==> config.mk <==
export PLATFORM = sky130hd
export DESIGN_NAME = cva6_mem_req_arbiter
export DESIGN_NICKNAME = d
export VERILOG_FILES = /design/src/rtl/cva6_mem_arb_pkg.sv /design/src/rtl/cva6_mem_arb_tid_pool.sv /design/src/rtl/cva6_mem_req_arbiter.sv
export SDC_FILE = /design/constraint.sdc
export NUM_CORES = 1
export LEC_CHECK = 0
export ABC_AREA = 1
export BUFFER_PORTS_ARGS = -buffer_cell sky130_fd_sc_hd__buf_2
export CAP_MARGIN = 0
export CORE_AREA = 2 2 225 227
export CTS_CLUSTER_DIAMETER = 120
export DETAILED_ROUTE_END_ITERATION = 6
export DIE_AREA = 0 0 227 229
export PLACE_DENSITY = 0.35
export SYNTH_ARGS = -nofsm -noshare
export SYNTH_HDL_FRONTEND = slang
export SYNTH_SLANG_ARGS = --single-unit
export TNS_END_PERCENT = 5
==> constraint.sdc <==
create_clock -name clk_i -period 3.17 [get_ports clk_i]
set_input_delay 0.317 -clock clk_i [delete_from_list [all_inputs] [get_ports clk_i]]
set_output_delay 0.317 -clock clk_i [all_outputs]
set_load 0.005 [all_outputs]
==> src/rtl/cva6_mem_arb_pkg.sv <==
// Shared types and requester indices for the memory request arbiter and its TID pool.
// Requester index order fixes the round-robin order after reset (icache first).
package cva6_mem_arb_pkg;

    localparam int unsigned OWNER_W = 4;

    localparam int unsigned REQ_ICACHE    = 0;
    localparam int unsigned REQ_DCACHE_RD = 1;
    localparam int unsigned REQ_DCACHE_WR = 2;

    typedef struct packed {
        logic               busy;
        logic [OWNER_W-1:0] owner;
        logic               we;
    } tid_entry_t;

endpackage

==> src/rtl/cva6_mem_arb_tid_pool.sv <==
// TID pool: busy/owner/we table, lowest-free encoder and response-side lookup.
// Latency: allocation and release take effect at the next clock edge; lookup is combinational.
// Backpressure: none; the caller only allocates while free_avail_o is high.
module cva6_mem_arb_tid_pool
    import cva6_mem_arb_pkg::*;
#(
    parameter int TidWidth = 2
) (
    input  logic                clk_i,
    input  logic                rst_ni,
    input  logic                alloc_i,
    input  logic [OWNER_W-1:0]  alloc_owner_i,
    input  logic                alloc_we_i,
    output logic                free_avail_o,
    output logic [TidWidth-1:0] free_tid_o,
    input  logic                release_i,
    input  logic [TidWidth-1:0] lookup_tid_i,
    output tid_entry_t          lookup_o,
    output logic                any_busy_o
);

    localparam int NumTids = 1 << TidWidth;

    tid_entry_t tbl_q [NumTids];
    tid_entry_t tbl_d [NumTids];

    // Encoder looks only at registered state, so a TID released this cycle is not reusable until the next.
    always_comb begin
        free_avail_o = 1'b0;
        free_tid_o   = '0;
        any_busy_o   = 1'b0;
        for (int t = NumTids - 1; t >= 0; t--) begin
            if (!tbl_q[t].busy) begin
                free_avail_o = 1'b1;
                free_tid_o   = TidWidth'(t);
            end else begin
                any_busy_o = 1'b1;
            end
        end
    end

    assign lookup_o = tbl_q[lookup_tid_i];

    always_comb begin
        tbl_d = tbl_q;
        if (release_i) begin
            tbl_d[lookup_tid_i].busy = 1'b0;
        end
        if (alloc_i) begin
            tbl_d[free_tid_o] = '{busy: 1'b1, owner: alloc_owner_i, we: alloc_we_i};
        end
    end

    always_ff @(posedge clk_i or negedge rst_ni) begin
        if (!rst_ni) begin
            for (int t = 0; t < NumTids; t++) begin
                tbl_q[t] <= '0;
            end
        end else begin
            tbl_q <= tbl_d;
        end
    end

endmodule

==> src/rtl/cva6_mem_req_arbiter.sv <==
// Round-robin arbiter sharing one memory request port among NrReq requesters; responses routed by TID.
// Latency: grant to mem_req_valid_o is 1 cycle (registered); response routing is combinational.
// Backpressure: request held while mem_req_ready_i is low; grants gated by free TIDs and store limit. Counters: CVA6_MEM_ARB_PERF_EN.
module cva6_mem_req_arbiter
    import cva6_mem_arb_pkg::*;
#(
    parameter int NrReq                = 3,
    parameter int AddrWidth            = 32,
    parameter int DataWidth            = 64,
    parameter int TidWidth             = 2,
    parameter int MaxOutstandingStores = 7
) (
    input  logic                         clk_i,
    input  logic                         rst_ni,
    input  logic [NrReq-1:0]             req_valid_i,
    output logic [NrReq-1:0]             req_ready_o,
    input  logic [NrReq-1:0]             req_we_i,
    input  logic [NrReq*AddrWidth-1:0]   req_addr_i,
    input  logic [NrReq*DataWidth-1:0]   req_wdata_i,
    input  logic [NrReq*DataWidth/8-1:0] req_be_i,
    output logic                         mem_req_valid_o,
    input  logic                         mem_req_ready_i,
    output logic                         mem_req_we_o,
    output logic [AddrWidth-1:0]         mem_req_addr_o,
    output logic [DataWidth-1:0]         mem_req_wdata_o,
    output logic [DataWidth/8-1:0]       mem_req_be_o,
    output logic [TidWidth-1:0]          mem_req_tid_o,
    input  logic                         mem_rsp_valid_i,
    input  logic [TidWidth-1:0]          mem_rsp_tid_i,
    input  logic [DataWidth-1:0]         mem_rsp_rdata_i,
    input  logic                         mem_rsp_err_i,
    output logic [NrReq-1:0]             rsp_valid_o,
    output logic [DataWidth-1:0]         rsp_rdata_o,
    output logic                         rsp_err_o,
    output logic [TidWidth:0]            outstanding_stores_o,
    output logic                         busy_o,
    output logic                         protocol_err_o
`ifdef CVA6_MEM_ARB_PERF_EN
    ,
    output logic [NrReq*32-1:0]          stall_cnt_o,
    output logic [NrReq*32-1:0]          grant_cnt_o
`endif
);

    localparam int NumTids    = 1 << TidWidth;
    localparam int StoreLimit = (MaxOutstandingStores < NumTids) ? MaxOutstandingStores : NumTids;
    localparam int RrW        = $clog2(NrReq);
    localparam int BeWidth    = DataWidth / 8;

    logic [RrW-1:0]       rr_q, rr_d;
    logic [TidWidth:0]    st_q, st_d;
    logic                 perr_q, perr_d;
    logic                 mem_req_valid_q, mem_req_valid_d;
    logic                 mem_req_we_q, mem_req_we_d;
    logic [AddrWidth-1:0] mem_req_addr_q, mem_req_addr_d;
    logic [DataWidth-1:0] mem_req_wdata_q, mem_req_wdata_d;
    logic [BeWidth-1:0]   mem_req_be_q, mem_req_be_d;
    logic [TidWidth-1:0]  mem_req_tid_q, mem_req_tid_d;

    logic                 free_avail;
    logic [TidWidth-1:0]  free_tid;
    tid_entry_t           rsp_entry;
    logic                 any_busy;
    logic                 slot_open;
    logic                 store_ok;
    logic                 gnt_found;
    logic [RrW-1:0]       gnt_idx;
    logic                 rsp_hit;
    logic [NrReq-1:0]     eligible;

    assign slot_open = !mem_req_valid_q || mem_req_ready_i;
    assign store_ok  = st_q < (TidWidth + 1)'(StoreLimit);
    assign eligible  = req_valid_i & ~(req_we_i & {NrReq{!store_ok}})
                     & {NrReq{free_avail && slot_open}};

    always_comb begin
        gnt_found = 1'b0;
        gnt_idx   = '0;
        for (int k = 0; k < NrReq; k++) begin
            int idx;
            idx = (int'(rr_q) + k) % NrReq;
            if (!gnt_found && eligible[idx]) begin
                gnt_found = 1'b1;
                gnt_idx   = RrW'(idx);
            end
        end
    end

    always_comb begin
        req_ready_o = '0;
        for (int i = 0; i < NrReq; i++) begin
            req_ready_o[i] = gnt_found && (gnt_idx == RrW'(i));
        end
    end

    cva6_mem_arb_tid_pool #(
        .TidWidth (TidWidth)
    ) i_tid_pool (
        .clk_i         (clk_i),
        .rst_ni        (rst_ni),
        .alloc_i       (gnt_found),
        .alloc_owner_i (OWNER_W'(gnt_idx)),
        .alloc_we_i    (req_we_i[gnt_idx]),
        .free_avail_o  (free_avail),
        .free_tid_o    (free_tid),
        .release_i     (rsp_hit),
        .lookup_tid_i  (mem_rsp_tid_i),
        .lookup_o      (rsp_entry),
        .any_busy_o    (any_busy)
    );

    always_comb begin
        mem_req_valid_d = mem_req_valid_q;
        mem_req_we_d    = mem_req_we_q;
        mem_req_addr_d  = mem_req_addr_q;
        mem_req_wdata_d = mem_req_wdata_q;
        mem_req_be_d    = mem_req_be_q;
        mem_req_tid_d   = mem_req_tid_q;
        rr_d            = rr_q;
        if (gnt_found) begin
            mem_req_valid_d = 1'b1;
            mem_req_we_d    = req_we_i[gnt_idx];
            mem_req_addr_d  = req_addr_i[int'(gnt_idx)*AddrWidth +: AddrWidth];
            mem_req_wdata_d = req_wdata_i[int'(gnt_idx)*DataWidth +: DataWidth];
            mem_req_be_d    = req_be_i[int'(gnt_idx)*BeWidth +: BeWidth];
            mem_req_tid_d   = free_tid;
            rr_d            = (int'(gnt_idx) == NrReq - 1) ? '0 : gnt_idx + 1'b1;
        end else if (mem_req_ready_i) begin
            mem_req_valid_d = 1'b0;
        end
    end

    assign rsp_hit = mem_rsp_valid_i && rsp_entry.busy;

    // A write granted and a write retired in the same cycle cancel out.
    always_comb begin
        st_d = st_q;
        case ({gnt_found && req_we_i[gnt_idx], rsp_hit && rsp_entry.we})
            2'b10:   st_d = st_q + 1'b1;
            2'b01:   st_d = st_q - 1'b1;
            default: st_d = st_q;
        endcase
        perr_d = perr_q || (mem_rsp_valid_i && !rsp_entry.busy);
    end

    always_ff @(posedge clk_i or negedge rst_ni) begin
        if (!rst_ni) begin
            rr_q            <= '0;
            st_q            <= '0;
            perr_q          <= 1'b0;
            mem_req_valid_q <= 1'b0;
            mem_req_we_q    <= 1'b0;
            mem_req_addr_q  <= '0;
            mem_req_wdata_q <= '0;
            mem_req_be_q    <= '0;
            mem_req_tid_q   <= '0;
        end else begin
            rr_q            <= rr_d;
            st_q            <= st_d;
            perr_q          <= perr_d;
            mem_req_valid_q <= mem_req_valid_d;
            mem_req_we_q    <= mem_req_we_d;
            mem_req_addr_q  <= mem_req_addr_d;
            mem_req_wdata_q <= mem_req_wdata_d;
            mem_req_be_q    <= mem_req_be_d;
            mem_req_tid_q   <= mem_req_tid_d;
        end
    end

    always_comb begin
        rsp_valid_o = '0;
        for (int i = 0; i < NrReq; i++) begin
            rsp_valid_o[i] = rsp_hit && (rsp_entry.owner == OWNER_W'(i));
        end
    end

    assign rsp_rdata_o          = mem_rsp_rdata_i;
    assign rsp_err_o            = rsp_hit && mem_rsp_err_i;
    assign mem_req_valid_o      = mem_req_valid_q;
    assign mem_req_we_o         = mem_req_we_q;
    assign mem_req_addr_o       = mem_req_addr_q;
    assign mem_req_wdata_o      = mem_req_wdata_q;
    assign mem_req_be_o         = mem_req_be_q;
    assign mem_req_tid_o        = mem_req_tid_q;
    assign outstanding_stores_o = st_q;
    assign busy_o               = any_busy || mem_req_valid_q;
    assign protocol_err_o       = perr_q;

`ifdef CVA6_MEM_ARB_PERF_EN
    logic [31:0] stall_cnt_q [NrReq];
    logic [31:0] stall_cnt_d [NrReq];
    logic [31:0] grant_cnt_q [NrReq];
    logic [31:0] grant_cnt_d [NrReq];

    always_comb begin
        for (int i = 0; i < NrReq; i++) begin
            stall_cnt_d[i] = stall_cnt_q[i];
            grant_cnt_d[i] = grant_cnt_q[i];
            if (req_valid_i[i] && !req_ready_o[i] && (stall_cnt_q[i] != '1)) begin
                stall_cnt_d[i] = stall_cnt_q[i] + 32'd1;
            end
            if (req_ready_o[i] && (grant_cnt_q[i] != '1)) begin
                grant_cnt_d[i] = grant_cnt_q[i] + 32'd1;
            end
            stall_cnt_o[i*32 +: 32] = stall_cnt_q[i];
            grant_cnt_o[i*32 +: 32] = grant_cnt_q[i];
        end
    end

    always_ff @(posedge clk_i or negedge rst_ni) begin
        if (!rst_ni) begin
            for (int i = 0; i < NrReq; i++) begin
                stall_cnt_q[i] <= '0;
                grant_cnt_q[i] <= '0;
            end
        end else begin
            stall_cnt_q <= stall_cnt_d;
            grant_cnt_q <= grant_cnt_d;
        end
    end
`endif

endmodule

# --- Word level (Yosys, flattened, before mapping) ---
# Index checks and enable logic that the tools add are counted.
totals:
  ff_bits: 138
  in_bits: 389
  out_inout_bits: 184
  elab_cells: 126
classes:
  add_sub_neg: 5
  div: 3
  order_cmp: 9
  n_eq_ne: 7
  n_shift: 3
  muxes: 44
  n_bitwise: 6
  n_reduce_logical: 28
op_table:
  columns: ["op", "n"]
  rows:
  - ["192-bit by 9-bit indexed part select with 64-bit output", 1]
  - ["32-bit by 4-bit less-than comparator with 1-bit output (second input constant)", 3]
  - ["96-bit by 8-bit indexed part select with 32-bit output", 1]
  - ["32-bit by 3-bit remainder unit with 32-bit output (second input constant)", 2]
  - ["24-bit bitwise mux", 2]
  - ["24-bit 2-to-1 mux", 2]
  - ["3-bit by 3-bit remainder unit with 32-bit output (second input constant)", 1]
  - ["6-bit demux with 2-bit select", 2]
  - ["6-bit 2-to-1 mux", 4]
  - ["24-bit by 6-bit indexed part select with 8-bit output", 1]
  - ["1-bit 2-to-1 mux", 20]
  - ["1-bit logical AND", 16]
  - ["2-bit 2-to-1 mux", 8]
  - ["6-bit binary-select mux with 2-bit select", 1]
  - ["3-bit bitwise AND", 3]
  - ["1-bit binary-select mux with 2-bit select", 4]
  - ["2-bit equality test (second input constant)", 3]
  - ["3-bit >= comparator (second input constant)", 2]
  - ["3-bit by 1-bit less-than comparator with 1-bit output (second input constant)", 2]
  - ["2-bit NOT with 3-bit output", 2]
  - ["3-bit case mux with 2 select lines", 1]
  - ["1-bit logical NOT", 5]
  - ["2-bit by 1-bit equality test with 1-bit output (second input constant)", 2]
  - ["4-bit by 1-bit equality test with 1-bit output (second input constant)", 1]
  - ["other kinds (13)", 16]

# --- Longest topological paths before layout ---
# Gate-level depths: netlist (run 1).
depth:
  word_depth: 21
  mapped_depth: 21
  ltp_nobuf: 20

# --- Cells and area by module ---
# Synthesis (run 1) repeated with hierarchy kept, for this count alone.
hier_totals:
  cells_unflattened: 1022
  hier_area_um2: 7918.8
modules_own_cells:
  columns: ["mod", "instances", "cells_each", "area_per_inst_um2", "seq_area_each_um2"]
  rows:
  - ["cva6_mem_req_arbiter", 1, 870, 6722.7, 2852.7]
  - ["cva6_mem_arb_tid_pool", 1, 152, 1196.1, 600.6]

# --- Worst setup path after synthesis (run 1) ---
# No wires, ideal clock.
synth_timing:
  kind: "reg2reg"
  from: "register rr_q[0]"
  to: "register st_q[2], in the netlist outstanding_stores_o[2]"
  setup_ps: 125
  arrival_ps: 2807
  required_time_ps: 3045
  slack_ps: 239
  path_stages_with_launch: 20
  n_path_buf: 1
  synth_period_minus_slack_ps: 2931
  path_cell_list: "dfrtp_1 -> inv_1 -> ha_1 -> inv_1 -> nand3_1 -> nand2_1 -> nand2_1 -> nand2_1 -> nand3_1 -> nand3_1 -> nand2_1 -> buf_4 -> or2_1 -> nand3_1 -> ha_1 -> inv_1 -> fa_1 -> a21oi_1 -> o21ai_0 -> xnor2_1"
synth_via:
  elab_chain_len: 16
  elab_cells_between_ends: 31
  classes_between: "add/sub (2); div (3); eq/ne (2); mux (18); reduce/logical (6)"
synth_lines:
  columns: ["item", "line", "text"]
  rows:
  - ["start, declared", "cva6_mem_req_arbiter.sv:50", "logic [RrW-1:0] rr_q, rr_d;"]
  - ["start signal, assigned", "cva6_mem_req_arbiter.sv:158", "rr_q <= rr_d;"]
  - ["parallel branches: the longest is 13 deep, another holds 32-bit by 3-bit remainder unit with 32-bit output", null, null]
  - ["1-bit logical AND *", "cva6_mem_req_arbiter.sv:138", "case ({gnt_found && req_we_i[gnt_idx], rsp_hit && rsp_entry.we})"]
  - ["2-bit by 1-bit equality test with 1-bit output / 2-bit equality test (equally long branches)", "cva6_mem_req_arbiter.sv:138", null]
  - ["3-bit case mux with 2 select lines / 2-bit nonzero test (equally long branches)", null, null]
  - ["end signal, assigned", "cva6_mem_req_arbiter.sv:159", "st_q <= st_d;"]
  - ["end, declared", "cva6_mem_req_arbiter.sv:51", "logic [TidWidth:0] st_q, st_d;"]
# Mark *: on every way between the ends. The select of a mux whose other input is x is not followed.
# A chain may end at the register's enable or synchronous reset.

# --- Final worst setup path (run 1) ---
layout_timing:
  from: "register i_tid_pool.tbl_q[5] (netlist name)"
  to: "output port req_ready_o[0]"
layout_via:
  elab_chain_len: 18
  elab_cells_between_ends: 27
  classes_between: "mux (19); bitwise (1); reduce/logical (7)"
layout_lines:
  columns: ["item", "line", "text"]
  rows:
  - ["start, declared", "cva6_mem_arb_tid_pool.sv:24", "tid_entry_t tbl_q [NumTids];"]
  - ["start signal, assigned", "cva6_mem_arb_tid_pool.sv:60", "tbl_q <= tbl_d;"]
  - ["1-bit 2-to-1 mux * (4 in a row)", "cva6_mem_arb_tid_pool.sv:33", "if (!tbl_q[t].busy) begin"]
  - ["1-bit logical AND *", "cva6_mem_req_arbiter.sv:74", "& {NrReq{free_avail && slot_open}};"]
  - ["3-bit bitwise AND *", "cva6_mem_req_arbiter.sv:74", null]
  - ["1-bit binary-select mux with 2-bit select", "cva6_mem_req_arbiter.sv:82", "if (!gnt_found && eligible[idx]) begin"]
  - ["1-bit 2-to-1 mux (not written as such) (2 in a row)", "cva6_mem_req_arbiter.sv:82", null]
  - ["1-bit 2-to-1 mux", "cva6_mem_req_arbiter.sv:82", null]
  - ["1-bit logical NOT", "cva6_mem_req_arbiter.sv:82", null]
  - ["1-bit logical AND", "cva6_mem_req_arbiter.sv:82", null]
  - ["1-bit 2-to-1 mux", "cva6_mem_req_arbiter.sv:82", null]
  - ["1-bit logical NOT", "cva6_mem_req_arbiter.sv:82", null]
  - ["1-bit logical AND", "cva6_mem_req_arbiter.sv:82", null]
  - ["2-bit 2-to-1 mux", "cva6_mem_req_arbiter.sv:82", null]
  - ["2-bit logical NOT", "cva6_mem_req_arbiter.sv:92", "req_ready_o[i] = gnt_found && (gnt_idx == RrW'(i));"]
  - ["1-bit logical AND *", "cva6_mem_req_arbiter.sv:92", null]
  - ["end, declared", "cva6_mem_req_arbiter.sv:16", "output logic [NrReq-1:0] req_ready_o,"]
# Every way passes the cells marked *; elsewhere a longest branch is shown, timed or not. The select of a mux whose other input is x is not followed.

==> results of run 1 <==
==> metrics by stage <==
| stage | utilization [%] | area, sq um | setup slack, ps |
|---|---|---|---|
| after floorplan | - | 7780 | 239 |
| after global placement | 20.8 | 10300 | 150 |
| after detailed placement | 20.8 | 10300 | 97.1 |
| after CTS | 22.4 | 11100 | 37.9 |
| after global routing | 22.5 | 11200 | -38.5 |
| final | 22.5 | 11200 | 183 |
==> metal layers <==
layer  vias to the layer above  wire length, um
met2                       309            16600
met4                         0              796
met3                        39             2480
met5                         -                0
met1                      3753            13700
li1                       4095                -
==> worst paths after layout <==
kind,slack [ps],from,cells after the start,endpoint
setup / recovery,180,i_tid_pool.tbl_q[5]$_DFF_PN0_,14,req_ready_o[0]
hold / removal,50,req_wdata_i[166],3,mem_req_wdata_o[38]$_DFFE_PN0P_
setup reg to reg,200,i_tid_pool.tbl_q[5]$_DFF_PN0_,18,outstanding_stores_o[2]$_DFFE_PN0P_
hold reg to reg,470,mem_req_tid_o[0]$_DFFE_PN0P_,2,mem_req_tid_o[0]$_DFFE_PN0P_
max in group asynchronous,1920,rst_ni,3,mem_req_wdata_o[18]$_DFFE_PN0P_
min in group asynchronous,340,rst_ni,2,mem_req_wdata_o[37]$_DFFE_PN0P_
==> logic make-up after synthesis <==
group / synth area share, %
flip-flops: 41.8
XOR/XNOR: 0.225
AND/OR/NAND/NOR: 41.0
adder cells (fa/ha/maj): 0.740
AO/OA/AOI/OAI: 3.89
buffers and inverters: 12.3
==> flip-flops by register name (all words and copies together), names as in the netlist, 2 cells and up <==
register,flops
mem_req_addr_o,32
i_tid_pool.tbl_q,16
outstanding_stores_o,3
mem_req_tid_o,2
mem_req_be_o,8
mem_req_wdata_o,64
rr_q,2
==> cell type report <==
cell class,count,area [sq um],area share [%]
Clock buffer,23,468,4.19
Clock inverter,9,154,1.38
Tap cell,672,841,7.53
Timing Repair Buffer,478,2650,23.7
Antenna cell,1,2.50,0.0224
Multi-Input combinational cell,788,3610,32.3
Inverter,50,191,1.71
Sequential cell,130,3250,29.1
==> timing repair <==
action,CTS,global route
hold buffers,2,0
gates resized for setup,7,7
buffers inserted,1,6
setup endpoints to repair,2,4
endpoints found under the hold margin,43,0
pin swaps,1,2
cloned,2,0
==> power groups by stage <==
stage | clock network, mW | logic, mW | registers [mW]
after floorplan | 0 | 6.79 | 3.19
after global placement | 0 | 10.6 | 3.14
after detailed placement | 0 | 10.6 | 3.14
after CTS | 2.29 | 11.1 | 3.14
after global routing | 2.33 | 12.5 | 3.25
final | 2.18 | 11.0 | 3.13
==> Yosys cell counts, types with 2 or more instances <==
cell,number,area [sq um]
a21boi_0,3,22.5
a21oi_1,16,80.1
a221oi_1,2,17.5
a22oi_1,5,37.5
buf_2,35,175
buf_4,67,503
buf_6,5,56.3
clkbuf_1,10,37.5
dfrtp_1,130,3250
ha_1,3,37.5
inv_1,47,176
inv_2,3,11.3
nand2_1,521,1960
nand2_2,2,12.5
nand3_1,71,355
nand3b_1,74,556
nand4_1,2,12.5
nor2_1,38,143
nor2_4,3,33.8
nor3_1,4,20.0
o21ai_0,15,75.1
o21ai_1,2,10.0
o21bai_1,3,22.5
o31ai_1,2,15.0
or2_2,14,87.6
xnor2_1,2,17.5
==> worst max-delay path: stages, from the launching register on <==
cell,delay [ps]
dfrtp_1,400
nand2_1,120
nor2_2,60
nor2_4,210
nand2_1,130
o21ai_2,150
nand2_2,110
nand3_1,140
nor2_1,90
nor2_4,140
buf_6,180
nand2_2,90
nor2_4,140
buf_12,120
buf_2,120
==> flow_summary.yaml, run 1 <==
outcome:
  status: "finished clean"
timing:
  period_needed_ps: 2990
  finalSetupViolCount: 0
  max_slew_margin_pct: 50.2
  setup_tns_ps: 0
  skew_ps: 23.6
  worst_pin_slew_ps: 746
  hold_viol: 0
  max_freq_ghz: 0.335
  maxSlewViolCount: 0
  fin_crit_sh_pct: 94.2
  fin_hold_ws_ps: 53.7
floorplanning:
  rows: 82
  die-area_sq_um: 52000
  initial_core_util_pct: 15.7
  die_w_um: 227
  pin_count: 573
  die_h_um: 229
  core_area_sq_um: 49700
pwr:
  peakVddDrop_uv: 911
  power_switching_share_pct: 48.5
  p_comb_share_pct: 67.5
  clockPowerShare_pct: 13.4
  p_leak_nw: 6.00
  cellInternalPower_mw: 8.41
  p_sw_mw: 7.93
  sequentialPowerShare_pct: 19.1
  finalPower_mw: 16.3
  power_density_nw_per_um2: 1460
grt:
  grt_busiest_layer: "met2"
  grt_overflow: 0
  antenna_found_initial: 1
  grtUsageMet2_pct: 22.0
  grtUsageTotal_pct: 12.8
  grt_use_met1_pct: 14.7
  grt_max_degree: 106
  grt_use_met3_pct: 4.07
  grt_pass1_vias: 8334
  grt_pass1_wl_um: 49500
cells_and_area:
  nets: 1858
  fillerInstances: 5720
  drive_gt1_share_pct: 36.3
  post_layout_nonfiller_instances: 2151
  layout_common_cells: "nand2_1, buf_2, dfrtp_1"
  final_common_cell: "nand2_1"
  area_growth_pct: 43.6
synth:
  yosysUniqueCellTypes: 32
  synth_cells: 1085
  synth_area_sq_um: 7780
  yosysSeqAreaShare_pct: 41.8
  yosysWarnings: 0
  synth-seq-cells: 130
  syn_nets: 1478
  ys.flop_type: "dfrtp_1"
  synth_edf_count: 0
  synthArstFlopShare_pct: 100
  avgSynthCellArea_sq_um: 7.17
clock_tree:
  tritoncts: "built"
  root_buffer: "clkbuf_16"
  cts_max_path_buffers: 2
  clk_latency_ps: 480
  path_clk_slew_ps: 60
  cts_buffers: 17
  cts_max_level: 4
  cts.sinks: 130
detailed_routing:
  wl_per_cell_um: 15.6
  vias: 8196
  drtAntennaViolNets: 0
  drt-initial-drc-count: 313
  routed_wl_um: 33600
  drc: 0
  viasPerCell: 3.81
  drt_first_pass_iters: 5
place:
  hpwl_um: 24700
  dp.cells: 2107
  numPortBuffers: 444
  gp_congestion: 0.809
flow_run:
  cap_violations: 0
hold_path:
  hp-class: "primary input to register"
setup_path:
  crit_path_end_kind: "output pin"
  cp.required_ps: 2850
  crit_type: "register to output pin"
  critPathArrivalTime_ps: 2670
  setup.worst_path.start_class: "register"
  worst-path-max-fanout: 11
Power figures use the tool's default switching activity.
==> run 2, diff against run 1 <==
- CORE_AREA: 2 2 225 227 -> 2 2 222 224
- CTS_BUF_LIST: default -> sky130_fd_sc_hd__clkbuf_8
- DIE_AREA: 0 0 227 229 -> 0 0 224 226
- PLACE_DENSITY: 0.35 -> 0.36
==> flow_summary.yaml, run 2 (synthesis gave the netlist of run 1 again) <==
floorplanning:
  pin_count: 573
  initial_core_util_pct: 16.1
  die_w_um: 224
  rows: 81
  die_h_um: 226
  die-area_sq_um: 50600
  core_area_sq_um: 48300
clock_tree:
  cts_buffers: 17
  cts_max_level: 4
  cts_max_path_buffers: 2
  path_clk_slew_ps: 90
  clk_latency_ps: 560
  tritoncts: "built"
  cts.sinks: 130
  root_buffer: "clkbuf_8"
detailed_routing:
  drt-met1-wl_um: 15300
  viasPerCell: 3.99
  wl_per_cell_um: 15.6
  drt_first_pass_iters: 4
  vias: 9163
  dr.max_layer_used: "met5"
  drc: 0
  wl_met2_um: 17400
  met3_length_um: 2260
  routed_wl_um: 35900
  drt-initial-drc-count: 440
  drtAntennaViolNets: 0
pwr:
  cellInternalPower_mw: 8.98
  peakVddDrop_uv: 863
  power_density_nw_per_um2: 1320
  clockPowerShare_pct: 10.0
  sequentialPowerShare_pct: 18.3
  p_leak_nw: 6.81
  p_comb_share_pct: 71.6
  power_switching_share_pct: 47.7
  p_sw_mw: 8.20
timing:
  fin_hold_ws_ps: 66.7
  hold_viol: 0
  period_needed_ps: 2990
  max_freq_ghz: 0.335
  maxSlewViolCount: 0
  finalSetupViolCount: 0
  fin_crit_sh_pct: 94.3
  rsz0062_at_grt: "yes"
  skew_ps: 15.1
  max_slew_margin_pct: 58.9
  fin_ws_ps: 182
  worst_pin_slew_ps: 616
  setup_tns_ps: 0
grt:
  grt_max_degree: 106
  grt_pass1_vias: 9367
  grt_pass1_wl_um: 53100
  grtUsageTotal_pct: 14.1
  antenna_found_initial: 3
  grt_overflow: 0
place:
  numPortBuffers: 444
  gp_congestion: 0.789
  pre_cts_ws_ps: 145
  hpwl_um: 25600
  dp.cells: 2052
outcome:
  status: "finished clean"
setup_path:
  crit_path_end_kind: "output pin"
  critPathArrivalTime_ps: 2670
  setup.worst_path.start_class: "register"
  worst-path-max-fanout: 57
  crit_type: "register to output pin"
  cp.required_ps: 2850
cells_and_area:
  final_common_cell: "nand2_1"
  post_layout_nonfiller_instances: 2298
  nets: 2055
  drive_gt1_share_pct: 32.3
  area_growth_pct: 66.9
  layout_common_cells: "nand2_1, buf_2, dlygate4sd3_1"
  largest_register_ffs: 64
flow_run:
  cap_violations: 0
hold_path:
  hp-class: "primary input to register"
[run 2: routing by layer]
layer  vias to the layer above  GRT usage, %
li1                       4499             -
met1                      4265          16.3
met2                       328          23.8
met3                        67          4.18
met4                         4          6.90
met5                         -             0
[run 2: cell type report]
class	count	area, sq um
antenna	1	2.50
clock buffer	20	275
clock inverter	12	176
fill	5377	35400
inverter	50	193
multi-input combinational	788	3630
sequential	130	3250
tap	622	778
timing repair buffer	675	4670
[run 2: critical path, stage by stage (launching register included)]
cell and delay (ps):
dfrtp_1 430, inv_2 90, ha_4 210, inv_1 110, nand3_2 100, nand2_1 100, nand2_1 60, nand2_1 90
nand3_1 90, nand3_1 110, nand2_2 90, buf_8 140, inv_4 90, buf_16 250, buf_6 140
[run 2: path summary, 6_finish.rpt]
check / startpoint / endpoint / slack (ps) / cells after the start
worst max-delay path: rr_q[0]$_DFFE_PN0P_ / req_ready_o[1] / 180 / 14
worst min-delay path: req_wdata_i[86] / mem_req_wdata_o[22]$_DFFE_PN0P_ / 70 / 4
worst max register to register: rr_q[0]$_DFFE_PN0P_ / mem_req_addr_o[15]$_DFFE_PN0P_ / 200 / 18
worst min register to register: i_tid_pool.tbl_q[12]$_DFFE_PN0P_ / i_tid_pool.tbl_q[12]$_DFFE_PN0P_ / 490 / 2
max in group asynchronous: rst_ni / mem_req_wdata_o[54]$_DFFE_PN0P_ / 2090 / 3
min in group asynchronous: rst_ni / mem_req_valid_o$_DFFE_PN0P_ / 310 / 2
[run 2: per-stage QoR]
stage / power, mW / utilization [%] / area, sq um
floorplan: 9.98 / - / 7780
global placement: 13.7 / 21.2 / 10200
detailed placement: 13.7 / 21.2 / 10200
CTS: 17.5 / 26.7 / 12900
global route: 19.1 / 26.9 / 13000
finish: 17.2 / 26.9 / 13000
[run 2: power groups by stage]
stage	registers (mW)	clock network, mW	logic (mW)
floorplan	3.19	0	6.79
global placement	3.17	0	10.5
detailed placement	3.17	0	10.6
CTS	3.15	1.82	12.5
global route	3.26	1.87	14.0
finish	3.15	1.72	12.3
[run 2: repair_timing]
action                                 in CTS  in global routing
gates cloned                                2                  0
gates resized for setup                    16                 17
setup endpoints to repair                   3                 21
buffers inserted                            5                  2
pin swaps                                   2                  5
endpoints found under the hold margin     142                  0
hold buffers                              204                  0
==> run 3, diff against run 2 <==
--- a/config.mk
+++ b/config.mk
@@ -9,3 +9,3 @@
 export BUFFER_PORTS_ARGS = -buffer_cell sky130_fd_sc_hd__buf_2
-export CAP_MARGIN = 0
+export CAP_MARGIN = 5
 export CORE_AREA = 2 2 222 224
--- a/constraint.sdc
+++ b/constraint.sdc
@@ -3,2 +3,2 @@
 set_output_delay 0.317 -clock clk_i [all_outputs]
-set_load 0.005 [all_outputs]
+set_load 0.01 [all_outputs]
==> flow_summary.yaml, run 3 (synthesis gave the netlist of run 1 again) <==
outcome:
  status: "finished clean"
timing:
  period_needed_ps: 3040
  worst_pin_slew_ps: 794
  rsz0062_at_grt: "yes"
  fin_crit_sh_pct: 95.7
  maxSlewViolCount: 0
  finalSetupViolCount: 0
  fin_ws_ps: 135
  max_freq_ghz: 0.329
  skew_ps: 12.6
  max_slew_margin_pct: 47.1
  hold_viol: 0
detailed_routing:
  drtAntennaViolNets: 0
  vias: 9246
  drc: 0
  routed_wl_um: 37900
  drt_first_pass_iters: 5
  viasPerCell: 4.03
  drt-initial-drc-count: 471
  wl_per_cell_um: 16.5
cells_and_area:
  drive_gt1_share_pct: 33.4
  design_area_sq_um: 12900
  largest_register_ffs: 64
  area_growth_pct: 66.3
  nets: 2047
  final_common_cell: "nand2_1"
  layout_common_cells: "nand2_1, buf_2, dlygate4sd3_1"
  utilization_pct: 26.8
setup_path:
  setup.worst_path.start_class: "register"
  cp_cell_sequence: "a21boi_1 > nand3_2 > nand3_2 > nand2_2 > nand3_2 > nand3_2 > nand2_4 > buf_12 > clkinv_8 > bufbuf_16 > nand2_1 > nand2_1 > nand3b_1 > dlygate4sd3_1"
  critPathArrivalTime_ps: 3440
  slowest_stage: "dlygate4sd3_1"
  cp.required_ps: 3580
  crit_family: "buffers and inverters"
  slowest_delay_ps: 580
  crit_buf_inv: 4
  crit_path_end_kind: "register"
  path_common_cell: "nand3_2"
  worst-path-max-fanout: 27
  crit_type: "register to register"
  r2r_slack_ps: 130
clock_tree:
  cts.sinks: 130
  tritoncts: "built"
  cts_buffers: 17
  root_buffer: "clkbuf_8"
  cts_max_level: 4
  path_clk_slew_ps: 80
  clk_latency_ps: 530
  cts_max_path_buffers: 2
floorplanning:
  core_area_sq_um: 48300
  die_w_um: 224
  die_h_um: 226
  pin_count: 573
  rows: 81
  initial_core_util_pct: 16.1
  die-area_sq_um: 50600
grt:
  antenna_found_initial: 5
  grt_use_met1_pct: 17.4
  grtUsageTotal_pct: 14.7
  grt_busiest_layer: "met2"
  grtUsageMet2_pct: 24.4
  grt_pass1_wl_um: 54800
  grt_use_met3_pct: 4.67
  grt_overflow: 0
  grt_max_degree: 73
  grt_pass1_vias: 9412
flow_run:
  cap_violations: 0
pwr:
  power_density_nw_per_um2: 1370
  peakVddDrop_uv: 758
  p_leak_nw: 6.79
place:
  dpl_cell_area_sq_um: 10200
  pre_cts_ws_ps: 94.8
  hpwl_um: 25200
  gp_congestion: 0.781
  numPortBuffers: 444
hold_path:
  hp-class: "primary input to register"
==> run 3: worst reg2reg max path, stage by stage, from the launching register on <==
cell	delay, ps
dfrtp_1	460
a21boi_1	340
nand3_2	160
nand3_2	110
nand2_2	80
nand3_2	120
nand3_2	110
nand2_4	110
buf_12	150
clkinv_8	80
bufbuf_16	330
nand2_1	90
nand2_1	50
nand3b_1	160
dlygate4sd3_1	580
==> run 3: cell type report <==
type                    count  area [sq um]
fillers                  5335         35400
repair buffers            667          4640
multi-input cells         788          3670
flip-flops and latches    130          3250
well taps                 622           778
clock buffers              22           303
inverters                  50           203
clock inverters            10          83.8
diodes                      3          7.51
==> run 3: worst paths after layout <==
check,start,to,cells past startpoint
max,outstanding_stores_o[2]$_DFFE_PN0P_,mem_req_addr_o[21]$_DFFE_PN0P_,14
min,req_wdata_i[141],mem_req_wdata_o[13]$_DFFE_PN0P_,4
max reg2reg,outstanding_stores_o[2]$_DFFE_PN0P_,mem_req_addr_o[21]$_DFFE_PN0P_,14
min reg2reg,i_tid_pool.tbl_q[2]$_DFFE_PN0P_,i_tid_pool.tbl_q[2]$_DFFE_PN0P_,2
max in group asynchronous,rst_ni,mem_req_wdata_o[53]$_DFFE_PN0P_,3
min in group asynchronous,rst_ni,protocol_err_o$_DFF_PN0_,2
==> run 3: per-stage QoR <==
| stage | std cells | hold slack [ps] | setup TNS, ps | power (mW) |
|---|---|---|---|---|
| 6_report | 2292 | 92.3 | 0 | 17.7 |
| 3_5_place_dp | 2052 | 427 | 0 | 14.0 |
| 3_3_place_gp | 2052 | 436 | 0 | 14.0 |
| 2_1_floorplan | 1085 | 21.4 | 0 | 10.3 |
| 5_1_grt | 2292 | 42.6 | -224 | 19.6 |
| 4_1_cts | 2284 | 0.396 | -15.5 | 17.9 |
==> run 3: per-layer routing <==
metal	up-vias	wire length (um)
met5	-	24
met4	4	984
met3	63	2390
met2	339	18400
met1	4360	16100
li1	4480	-
==> run 3: power by group <==
| part | leakage [nW] | switching (mW) | internal, mW |
|---|---|---|---|
| clock network | 0.199 | 0.761 | 0.713 |
| registers | 1.51 | 0.474 | 2.68 |
| logic | 5.08 | 7.66 | 5.44 |
| total | 6.79 | 8.89 | 8.84 |
==> run 3: repair_timing <==
action	in CTS	in global routing
gates resized for setup	17	28
pin swaps	3	6
gates cloned	5	0
endpoints found under the setup margin	3	37
buffers inserted	6	5
hold buffers	189	0
endpoints found under the hold margin	153	0
